<file path="src/rtl/riscv_pkg.sv">
// riscv_pkg
//   Shared definitions for the fetch slice: default datapath width and reset
//   vector, the major opcodes that decode keys on, and the fetch FSM states.
//   No ports; imported by instr_fetch_if, fetch_fifo and instr_fetch.
package riscv_pkg;

    localparam int unsigned     XLEN      = 32;
    localparam logic [31:0]     RESET_VEC = 32'h0000_0000;

    localparam logic [6:0] OP_LOAD   = 7'b0000011;
    localparam logic [6:0] OP_STORE  = 7'b0100011;
    localparam logic [6:0] OP_RTYPE  = 7'b0110011;
    localparam logic [6:0] OP_BRANCH = 7'b1100011;

    typedef enum logic [1:0] {
        BOOT  = 2'd0,
        FETCH = 2'd1,
        FLUSH = 2'd2
    } fetch_state_e;

endpackage

</file>
<file path="src/rtl/instr_fetch_if.sv">
// instr_fetch_if
//   Bundles the instruction-memory request/response channel and the
//   fetch-to-decode valid/ready channel.
//   master : fetch side (drives imem request, drives decode outputs)
//   slave  : environment side (memory + decoder)
//   imem_req_valid/ready/addr   word request to instruction memory
//   imem_rsp_valid/data         in-order response words
//   if_valid/ready              decode handshake
//   if_instr/if_opcode/if_pc    instruction presented to decode
interface instr_fetch_if
    import riscv_pkg::*;
#(
    parameter int unsigned XLEN = riscv_pkg::XLEN
);
    logic            imem_req_valid;
    logic            imem_req_ready;
    logic [XLEN-1:0] imem_req_addr;
    logic            imem_rsp_valid;
    logic [31:0]     imem_rsp_data;
    logic            if_valid;
    logic            if_ready;
    logic [31:0]     if_instr;
    logic [6:0]      if_opcode;
    logic [XLEN-1:0] if_pc;

    modport master (
        output imem_req_valid, imem_req_addr,
        input  imem_req_ready, imem_rsp_valid, imem_rsp_data,
        output if_valid, if_instr, if_opcode, if_pc,
        input  if_ready
    );

    modport slave (
        input  imem_req_valid, imem_req_addr,
        output imem_req_ready, imem_rsp_valid, imem_rsp_data,
        input  if_valid, if_instr, if_opcode, if_pc,
        output if_ready
    );
endinterface

</file>
<file path="src/rtl/fetch_fifo.sv">
// fetch_fifo
//   Synchronous FIFO, DEPTH x WIDTH, DEPTH a power of two >= 2.
//   clk, rst_n   clock, asynchronous active-low reset
//   push/data    write an entry (ignored when full unless popping)
//   pop          remove the head entry (ignored when empty)
//   flush        empty the FIFO; wins over push and pop
//   rd_data      head entry, zero while empty
//   count/full/empty  occupancy
module fetch_fifo
    import riscv_pkg::*;
#(
    parameter int unsigned DEPTH = 2,
    parameter int unsigned WIDTH = 64
) (
    input  logic                   clk,
    input  logic                   rst_n,
    input  logic                   push,
    input  logic [WIDTH-1:0]       push_data,
    input  logic                   pop,
    input  logic                   flush,
    output logic [WIDTH-1:0]       rd_data,
    output logic [$clog2(DEPTH):0] count,
    output logic                   full,
    output logic                   empty
);
    localparam int unsigned AW = $clog2(DEPTH);
    localparam int unsigned CW = AW + 1;

    logic [WIDTH-1:0] mem_q [DEPTH];
    logic [WIDTH-1:0] mem_d [DEPTH];
    logic [AW-1:0]    wr_ptr_q, wr_ptr_d;
    logic [AW-1:0]    rd_ptr_q, rd_ptr_d;
    logic [CW-1:0]    count_q, count_d;
    logic             do_push, do_pop;

    always_comb begin
        full    = (count_q == CW'(DEPTH));
        empty   = (count_q == '0);
        count   = count_q;
        rd_data = empty ? '0 : mem_q[rd_ptr_q];
    end

    always_comb begin
        mem_d    = mem_q;
        wr_ptr_d = wr_ptr_q;
        rd_ptr_d = rd_ptr_q;
        count_d  = count_q;
        do_push  = 1'b0;
        do_pop   = 1'b0;
        if (flush) begin
            wr_ptr_d = '0;
            rd_ptr_d = '0;
            count_d  = '0;
        end else begin
            do_pop  = pop && !empty;
            do_push = push && (!full || do_pop);
            if (do_push) begin
                mem_d[wr_ptr_q] = push_data;
                wr_ptr_d        = wr_ptr_q + AW'(1);
            end
            if (do_pop) begin
                rd_ptr_d = rd_ptr_q + AW'(1);
            end
            count_d = count_q + CW'(do_push) - CW'(do_pop);
        end
    end

    always_ff @(posedge clk or negedge rst_n) begin
        if (!rst_n) begin
            mem_q    <= '{default: '0};
            wr_ptr_q <= '0;
            rd_ptr_q <= '0;
            count_q  <= '0;
        end else begin
            mem_q    <= mem_d;
            wr_ptr_q <= wr_ptr_d;
            rd_ptr_q <= rd_ptr_d;
            count_q  <= count_d;
        end
    end
endmodule

</file>
<file path="src/rtl/instr_fetch.sv">
// instr_fetch
//   Fetch stage: owns the PC, issues in-order word requests to instruction
//   memory, buffers returned words with their PC and presents them to decode.
//   Redirects flush the buffer and discard wrong-path words still in flight.
//   clk, rst_n        clock, asynchronous active-low reset
//   bus (master)      imem request/response and decode handshake
//   redirect_valid/pc single-cycle redirect from execute
//   perf_fetched      instructions handed to decode
//   perf_stall        cycles with if_ready && !if_valid
//   Define FETCH_PERF_CNT_EN to build the performance counters; otherwise
//   both perf ports are tied to zero.
module instr_fetch
    import riscv_pkg::*;
#(
    parameter int unsigned     XLEN       = riscv_pkg::XLEN,
    parameter logic [XLEN-1:0] RESET_VEC  = riscv_pkg::RESET_VEC,
    parameter int unsigned     FIFO_DEPTH = 2
) (
    input  logic              clk,
    input  logic              rst_n,
    instr_fetch_if.master     bus,
    input  logic              redirect_valid,
    input  logic [XLEN-1:0]   redirect_pc,
    output logic [31:0]       perf_fetched,
    output logic [31:0]       perf_stall
);
    localparam int unsigned CW      = $clog2(FIFO_DEPTH) + 1;
    localparam logic [CW:0] DEPTH_L = (CW + 1)'(FIFO_DEPTH);

    fetch_state_e    state_q, state_d;
    logic [XLEN-1:0] pc_q, pc_d;
    logic [XLEN-1:0] rsp_pc_q, rsp_pc_d;
    logic [CW-1:0]   live_cnt_q, live_cnt_d;
    logic [CW-1:0]   drop_cnt_q, drop_cnt_d;

    logic [CW-1:0]        fifo_cnt;
    logic                 fifo_full, fifo_empty;
    logic                 fifo_push, fifo_pop;
    logic [XLEN+31:0]     fifo_wdata, fifo_rdata;

    logic            req_valid, req_fire, rsp_live, rsp_drop;
    logic [CW:0]     live_drop_sum, live_fifo_sum;
    logic [XLEN-1:0] redirect_pc_al;

    always_comb begin
        redirect_pc_al = redirect_pc & ~XLEN'(3);
        live_drop_sum  = {1'b0, live_cnt_q} + {1'b0, drop_cnt_q};
        live_fifo_sum  = {1'b0, live_cnt_q} + {1'b0, fifo_cnt};
        req_valid      = (state_q != BOOT) && !redirect_valid &&
                         (live_drop_sum < DEPTH_L) && (live_fifo_sum < DEPTH_L);
        req_fire       = req_valid && bus.imem_req_ready;
        rsp_drop       = bus.imem_rsp_valid && (drop_cnt_q != '0);
        rsp_live       = bus.imem_rsp_valid && (drop_cnt_q == '0);
    end

    // Live responses return in request order and request PCs are sequential
    // between redirects, so a single running PC (rsp_pc) tags each live word
    // instead of a per-request tag queue.
    always_comb begin
        state_d    = state_q;
        pc_d       = pc_q;
        rsp_pc_d   = rsp_pc_q;
        live_cnt_d = live_cnt_q;
        drop_cnt_d = drop_cnt_q;
        if (redirect_valid) begin
            pc_d       = redirect_pc_al;
            rsp_pc_d   = redirect_pc_al;
            live_cnt_d = '0;
            // A response arriving now is wrong-path and retires one outstanding slot.
            drop_cnt_d = drop_cnt_q + live_cnt_q - CW'(bus.imem_rsp_valid);
        end else begin
            if (req_fire) begin
                pc_d = pc_q + XLEN'(4);
            end
            if (rsp_live) begin
                rsp_pc_d = rsp_pc_q + XLEN'(4);
            end
            live_cnt_d = live_cnt_q + CW'(req_fire) - CW'(rsp_live);
            drop_cnt_d = drop_cnt_q - CW'(rsp_drop);
        end

        case (state_q)
            BOOT:    state_d = FETCH;
            FETCH:   if (redirect_valid && (drop_cnt_d != '0)) state_d = FLUSH;
            FLUSH:   if (drop_cnt_d == '0) state_d = FETCH;
            default: state_d = BOOT;
        endcase
    end

    always_ff @(posedge clk or negedge rst_n) begin
        if (!rst_n) begin
            state_q    <= BOOT;
            pc_q       <= RESET_VEC;
            rsp_pc_q   <= RESET_VEC;
            live_cnt_q <= '0;
            drop_cnt_q <= '0;
        end else begin
            state_q    <= state_d;
            pc_q       <= pc_d;
            rsp_pc_q   <= rsp_pc_d;
            live_cnt_q <= live_cnt_d;
            drop_cnt_q <= drop_cnt_d;
        end
    end

    always_comb begin
        fifo_push  = rsp_live && !redirect_valid;
        fifo_pop   = !fifo_empty && bus.if_ready && !redirect_valid;
        fifo_wdata = {rsp_pc_q, bus.imem_rsp_data};
    end

    fetch_fifo #(
        .DEPTH (FIFO_DEPTH),
        .WIDTH (XLEN + 32)
    ) u_fifo (
        .clk       (clk),
        .rst_n     (rst_n),
        .push      (fifo_push),
        .push_data (fifo_wdata),
        .pop       (fifo_pop),
        .flush     (redirect_valid),
        .rd_data   (fifo_rdata),
        .count     (fifo_cnt),
        .full      (fifo_full),
        .empty     (fifo_empty)
    );

    always_comb begin
        bus.imem_req_valid = req_valid;
        bus.imem_req_addr  = pc_q;
        bus.if_valid       = !fifo_empty;
        bus.if_pc          = fifo_rdata[XLEN+31:32];
        bus.if_instr       = fifo_rdata[31:0];
        bus.if_opcode      = fifo_rdata[6:0];
    end

    // The credit rule leaves room for every outstanding word.
    a_no_rsp_when_full: assert property (@(posedge clk) disable iff (!rst_n)
        !(bus.imem_rsp_valid && fifo_full));

`ifdef FETCH_PERF_CNT_EN
    logic [31:0] perf_fetched_q, perf_fetched_d;
    logic [31:0] perf_stall_q, perf_stall_d;

    always_comb begin
        perf_fetched_d = perf_fetched_q + 32'(fifo_pop);
        perf_stall_d   = perf_stall_q + 32'(bus.if_ready && fifo_empty);
        perf_fetched   = perf_fetched_q;
        perf_stall     = perf_stall_q;
    end

    always_ff @(posedge clk or negedge rst_n) begin
        if (!rst_n) begin
            perf_fetched_q <= '0;
            perf_stall_q   <= '0;
        end else begin
            perf_fetched_q <= perf_fetched_d;
            perf_stall_q   <= perf_stall_d;
        end
    end
`else
    always_comb begin
        perf_fetched = '0;
        perf_stall   = '0;
    end
`endif
endmodule

</file>
<file path="src/flat_wrapper.sv">
// flat-port wrapper written by rule: the top's interface ports become plain ports
module instr_fetch_flat import riscv_pkg::*;
#(
    parameter int unsigned     XLEN       = riscv_pkg::XLEN,
    parameter logic [XLEN-1:0] RESET_VEC  = riscv_pkg::RESET_VEC,
    parameter int unsigned     FIFO_DEPTH = 2
)
  (clk, rst_n, redirect_valid, redirect_pc, perf_fetched, perf_stall, bus_imem_req_valid, bus_imem_req_addr, bus_imem_req_ready, bus_imem_rsp_valid, bus_imem_rsp_data, bus_if_valid, bus_if_instr, bus_if_opcode, bus_if_pc, bus_if_ready);
  instr_fetch_if #(.XLEN(XLEN)) bus_i ();
  input  logic clk;
  input  logic rst_n;
  input  logic redirect_valid;
  input  logic [XLEN-1:0] redirect_pc;
  output logic [31:0] perf_fetched;
  output logic [31:0] perf_stall;
  output wire logic [$bits(bus_i.imem_req_valid)-1:0] bus_imem_req_valid;
  output wire logic [$bits(bus_i.imem_req_addr)-1:0] bus_imem_req_addr;
  input wire logic [$bits(bus_i.imem_req_ready)-1:0] bus_imem_req_ready;
  input wire logic [$bits(bus_i.imem_rsp_valid)-1:0] bus_imem_rsp_valid;
  input wire logic [$bits(bus_i.imem_rsp_data)-1:0] bus_imem_rsp_data;
  output wire logic [$bits(bus_i.if_valid)-1:0] bus_if_valid;
  output wire logic [$bits(bus_i.if_instr)-1:0] bus_if_instr;
  output wire logic [$bits(bus_i.if_opcode)-1:0] bus_if_opcode;
  output wire logic [$bits(bus_i.if_pc)-1:0] bus_if_pc;
  input wire logic [$bits(bus_i.if_ready)-1:0] bus_if_ready;
  assign bus_imem_req_valid = bus_i.imem_req_valid;
  assign bus_imem_req_addr = bus_i.imem_req_addr;
  assign bus_i.imem_req_ready = bus_imem_req_ready;
  assign bus_i.imem_rsp_valid = bus_imem_rsp_valid;
  assign bus_i.imem_rsp_data = bus_imem_rsp_data;
  assign bus_if_valid = bus_i.if_valid;
  assign bus_if_instr = bus_i.if_instr;
  assign bus_if_opcode = bus_i.if_opcode;
  assign bus_if_pc = bus_i.if_pc;
  assign bus_i.if_ready = bus_if_ready;
  instr_fetch #(.XLEN(XLEN), .RESET_VEC(RESET_VEC), .FIFO_DEPTH(FIFO_DEPTH)) u_core (.clk(clk), .rst_n(rst_n), .bus(bus_i), .redirect_valid(redirect_valid), .redirect_pc(redirect_pc), .perf_fetched(perf_fetched), .perf_stall(perf_stall));
endmodule
</file>
<file path="config.mk">
export PLATFORM = sky130hd
export DESIGN_NAME = instr_fetch_flat
export DESIGN_NICKNAME = d
export VERILOG_FILES = /design/src/rtl/riscv_pkg.sv /design/src/rtl/instr_fetch_if.sv /design/src/rtl/fetch_fifo.sv /design/src/rtl/instr_fetch.sv /design/src/flat_wrapper.sv
export SDC_FILE = /design/constraint.sdc
export NUM_CORES = 1
export LEC_CHECK = 0
export CORE_UTILIZATION = 45
export DETAILED_ROUTE_END_ITERATION = 16
export PLACE_DENSITY = 0.78
export SKIP_LAST_GASP = 1
export SYNTH_ARGS = -nofsm -noshare
export SYNTH_HDL_FRONTEND = slang
export SYNTH_SLANG_ARGS = --single-unit
</file>
<file path="constraint.sdc">
create_clock -name clk -period 4 [get_ports clk]
set_input_delay 0.6 -clock clk [delete_from_list [all_inputs] [get_ports clk]]
set_output_delay 0.6 -clock clk [all_outputs]
set_load 0.005 [all_outputs]
</file>
# Word level (Yosys, flattened, before mapping)
# Index checks and enable logic that the tools add are counted.
totals:
  n_memories: 0
  elab_cells: 87
  ram_bits: 0
  out_inout_bits: 169
  romBits: 0
  ff_bits: 202
  input_bits: 70
  latchBits: 0
op_classes:
  multipliers: 0
  mux: 21
  order_cmp: 5
  addsub: 13
  n_bitwise: 3
  n_eq_ne: 5
  div: 0
  n_reduce_logical: 30
  shift: 0
op_table:
  columns: ["op", "count"]
  rows:
  - ["2-to-1 mux 64 bit", 5]
  - ["bitwise mux 128 bit", 1]
  - ["2-to-1 mux 32 bit", 4]
  - ["adder 32 x 3 -> 32 bit (second input constant)", 2]
  - ["demux 64 bit (select 1 bit)", 1]
  - ["nonzero test 2 bit", 7]
  - ["logical AND 1 bit", 13]
  - ["2-to-1 mux 2 bit", 5]
  - ["zero test 2 bit", 4]
  - ["subtractor 2 x 1 -> 2 bit", 4]
  - ["adder 2 x 2 -> 3 bit", 2]
  - ["less-than comparator 3 x 2 -> 1 bit (second input constant)", 2]
  - ["case mux 2 bit (3 select lines)", 1]
  - ["adder 2 x 1 -> 2 bit", 2]
  - ["== test 2 bit (second input constant)", 2]
  - ["greater-or-equal comparator 2 bit (second input constant)", 2]
  - ["2-to-1 mux 1 bit", 4]
  - ["inequality test 2 x 1 -> 1 bit (second input constant)", 2]
  - ["inverter 1 -> 2 bit", 2]
  - ["AND reduction 2 bit", 2]
  - ["zero test 1 bit", 3]
  - ["adder 1 bit (second input constant)", 2]
  - ["adder 2 bit", 1]
  - ["== test 2 x 1 -> 1 bit (second input constant)", 1]
  - ["other kinds (3)", 3]

# Depth between registers and ports, before layout
depth:
  word_depth: 10
  depth_mapped: 10
  mapped_depth_nobuf: 10

# Cells and area by module
# A second synthesis with hierarchy kept.
hier_totals:
  cells_unflattened: 911
  area_unflattened_um2: 10497.6
modules_own_cells:
  columns: ["module", "area_per_inst_um2", "cells_per_inst", "n_inst", "seq_area_each_um2"]
  rows:
  - ["fetch_fifo", 6114.6, 436, 1, 3303.2]
  - ["instr_fetch", 4383.0, 475, 1, 1651.6]

# Worst setup path before layout
# OpenSTA, ideal clock, no wires.
synth_timing:
  kind: "register to register"
  start: "register u_core.drop_cnt_q[0]"
  end: "register u_core.pc_q[19], in the netlist u_core.bus.imem_req_addr[19]"
  arrival_time_ns: 2.379
  stages_incl_launch_ff: 10
  path_slack_ns: 1.496
  setup_ns: 0.125
  t_required_ns: 3.875
  cell_sequence: "dfrtp_1 inv_1 nor2_1 fa_1 or3_1 nor4_4 buf_2 nand4_1 xnor2_1 mux2_2"
synth_between:
  elab_chain_len: 6
synth_lines:
  columns: ["item", "line_no", "rtl"]
  rows:
  - ["start: declaration", "instr_fetch.sv:34", "logic [CW-1:0] drop_cnt_q, drop_cnt_d;"]
  - ["start signal: assignment", "instr_fetch.sv:102", "drop_cnt_q <= drop_cnt_d;"]
  - ["adder 2 x 2 -> 3 bit", "instr_fetch.sv:47", "live_drop_sum = {1'b0, live_cnt_q} + {1'b0, drop_cnt_q};"]
  - ["less-than comparator 3 x 2 -> 1 bit", "instr_fetch.sv:50", "(live_drop_sum < DEPTH_L) && (live_fifo_sum < DEPTH_L);"]
  - ["logical AND 1 bit", "instr_fetch.sv:49", "req_valid = (state_q != BOOT) && !redirect_valid &&"]
  - ["logical AND 1 bit", "instr_fetch.sv:50", null]
  - ["logical AND 1 bit", "instr_fetch.sv:51", "req_fire = req_valid && bus.imem_req_ready;"]
  - ["nonzero test 2 bit (no source line)", null, null]
  - ["end signal: assignment", "instr_fetch.sv:99", "pc_q <= pc_d;"]
  - ["end: declaration", "instr_fetch.sv:31", "logic [XLEN-1:0] pc_q, pc_d;"]
# No other way between the ends.
# A chain may end at the register's enable or synchronous reset.

# Worst setup path after layout
layout_timing:
  start: "register u_core.drop_cnt_q[0]"
  end: "output bus_imem_req_valid"
layout_between:
  elab_chain_len: 4
layout_lines:
  columns: ["item", "line_no", "rtl"]
  rows:
  - ["adder 2 x 2 -> 3 bit", "instr_fetch.sv:47", null]
  - ["less-than comparator 3 x 2 -> 1 bit", "instr_fetch.sv:50", null]
  - ["logical AND 1 bit", "instr_fetch.sv:49", null]
  - ["logical AND 1 bit", "instr_fetch.sv:50", null]
  - ["end: declaration", "flat_wrapper.sv:16", "output wire logic [$bits(bus_i.imem_req_valid)-1:0] bus_imem_req_valid;"]
# No other way between the ends.

==> metrics.cfg <==
[floorplan]
pin_count = 239
initial_core_util_pct = 45.8
die_h_um = 154
dieWidth_um = 154
die_area_um2 = 23600
rows = 55
coreArea_um2 = 22600

[placed_design]
portBuffers = 168
gp_congestion = 0.821
dp_hpwl_um = 15200

[sta]
timing.fmax_mhz = 301
tightest_slew_ns = 1.00
min_period_over_period_pct = 83.2
rsz0062_at_grt = no
max_slew_margin_pct = 33.4
min_period_ns = 3.33
setup_tns_ns = 0
setup_viol_count_final = 0
final-hold-violation-count = 0
final-max-slew-violation-count = 0
skew_ns = 0.0135

[layout]
nFillCells = 1912
final_cell_mix = 193 x dfrtp_1, 167 x clkdlybuf4s50_1, 149 x mux2_2
diodes = 0
layout-drive-gt1-share_pct = 20.3
layout_commonest_cell = dfrtp_1
post-route-util_pct = 55.7
finalNetCount = 1112
syn2layout_area_growth_pct = 21.6

[clock_network]
clkSinkCount = 194
cts_setup_buffers = 0
cts_tree = built
root_buffer = clkbuf_16
clk_path_buf_depth = 2
clk-insertion-delay-late_ns = 0.44
htree_levels = 4
cts_hold_buffers = 0
cts.repair.resized = 0
cts_buffers = 17
path_clk_slew_ns = 0.08

[global_route]
top_usage_layer = met2
grt_pass1_wl_um = 36800
grt_overflow = 0
met3_usage_pct = 4.00
grt_pass1_vias = 7031
grt.met2_usage_pct = 33.2
grt_use_total_pct = 19.8
grt_max_degree = 125
grt.met1_usage_pct = 26.0
antenna_found_initial = 0

[synth]
synth_edf_count = 0
synth_ff_type = dfrtp_1
ys_seq_elements = 194
yosys.cell_types.count = 54
yosysWarnings = 0
ys_async_sr_fraction_pct = 100
syn_inst = 880
ys_seq_area_share_pct = 46.9
synth.avg_cell_area_um2 = 11.8
synth_area_um2 = 10300

[detailed_routing]
antenna_left = 0
wire_per_inst_um = 16.9
drt-initial-drc-count = 265
drc = 0
num_vias = 6867
drt_pass1_iterations = 4
via_per_inst = 5.17
totalWireLength_um = 22500

[worst_setup_path]
rr_startpoint = u_core.drop_cnt_q[0]
worstSetupPathType = reg -> out
worstSetupStartpoint = u_core.drop_cnt_q[0]
crit_slowest_cell = clkdlybuf4s50_1
cp.arrival_ns = 2.73
cp-start-kind = register
cpPeakStageDelay_ns = 0.55
crit_fanout = 5
end_kind = output pin
setup.reg_to_reg.worst_slack_ns = 1.19
required_ns = 3.40
cp_cell_sequence = inv_1 > nor2_1 > fa_1 > or3_1 > nor4_4 > clkdlybuf4s50_1
r2r_cells = 9

[power_and_ir_drop]
p_leak_uw = 0.00527
p_per_area_nw_per_um2 = 551
irDropWorstVdd_mv = 0.313

[job]
cap_violations = 0

[worst_hold_path]
hold_class = in -> async

[run_status]
status = completed

critical path: cells and delay by family (launching register included):
family        cells  cell delay [ns]
simple gates      3             0.82
buf+inv           2             0.63
fa+ha+maj         1             0.45
flops             1             0.40
final cells by class:
class,instances,area (um^2),share of cell area (%)
clock buffer,17,425,3.38
tap,285,357,2.83
inverter,13,50.0,0.398
clock inverter,15,166,1.32
timing repair buffer,180,1840,14.6
multi-input combinational,624,4890,38.8
sequential,194,4860,38.6
report_power, final:
part | total [uW] | leakage [uW] | switching [uW] | internal [uW]
logic | 2150 | 0.00259 | 877 | 1270
clock network | 1730 | 0.000287 | 833 | 894
registers | 3060 | 0.00239 | 459 | 2600
cells in the mapped netlist, types with 10 or more instances:
cell type    n  share of area (%)
ha_1        10                1.2
nor2_1      86                3.1
xor2_1      20                1.7
buf_4       76                5.5
nand4_1     29                1.8
dfrtp_1    194                 47
nand3_1     24                1.2
inv_1       11               0.40
nand2_1     20               0.73
mux2_1      10                1.1
and3_1      10               0.60
nor3_1      10               0.48
clkbuf_1    19               0.69
mux2i_1     66                6.4
xnor2_1     36                3.0
mux2_2     149                 16
buf_6       12                1.3
sequential cells by signal, indices dropped and copies added, names as in the netlist:
name / flops
u_core.u_fifo.wr_ptr_q: 1
u_core.u_fifo.mem_q: 124
u_core.u_fifo.rd_ptr_q: 1
u_core.live_cnt_q: 2
u_core.rsp_pc_q: 30
u_core.drop_cnt_q: 2
u_core.bus.imem_req_addr: 30
u_core.u_fifo.count: 2
u_core.state_q: 2
through the flow:
| stage | cells | hold slack, ns | setup WS (ns) | instance area, um^2 | total power [uW] |
|---|---|---|---|---|---|
| 2_1_floorplan | 947 | 0.304 | 1.50 | 10600 | 4460 |
| 3_3_place_gp | 1296 | 0.466 | 0.885 | 12000 | 5160 |
| 3_5_place_dp | 1296 | 0.476 | 0.829 | 12000 | 5260 |
| 4_1_cts | 1328 | 0.369 | 0.641 | 12600 | 7010 |
| 5_1_grt | 1328 | 0.383 | 0.517 | 12600 | 7380 |
| 6_report | 1328 | 0.323 | 0.672 | 12600 | 6930 |
path summary, 6_finish.rpt:
kind,to
min reg2reg,u_core.u_fifo.mem_q[51]
min,u_core.u_fifo.mem_q[120]
max in group asynchronous,u_core.u_fifo.rd_ptr_q
min in group clk,u_core.u_fifo.mem_q[51]
max,bus_imem_req_valid
max reg2reg,u_core.bus.imem_req_addr[16]
cell families after synthesis:
group | share of synthesized area [%]
AO/OA/AOI/OAI | 2.82
adder cells (fa/ha/maj) | 1.60
multiplexers | 23.7
XOR/XNOR | 4.96
flip-flops | 46.9
other | 0.0362
buffers and inverters | 8.34
AND/OR/NAND/NOR | 11.6
routing by layer:
| metal | part of all wire [%] | vias up |
|---|---|---|
| met1 | 46 | 3410 |
| met2 | 48 | 201 |
| met5 | 0 | - |
| met4 | 1.4 | 0 |
| met3 | 4.5 | 24 |
| li1 | - | 3232 |
Note: power is estimated with default switching activity, not from simulation.
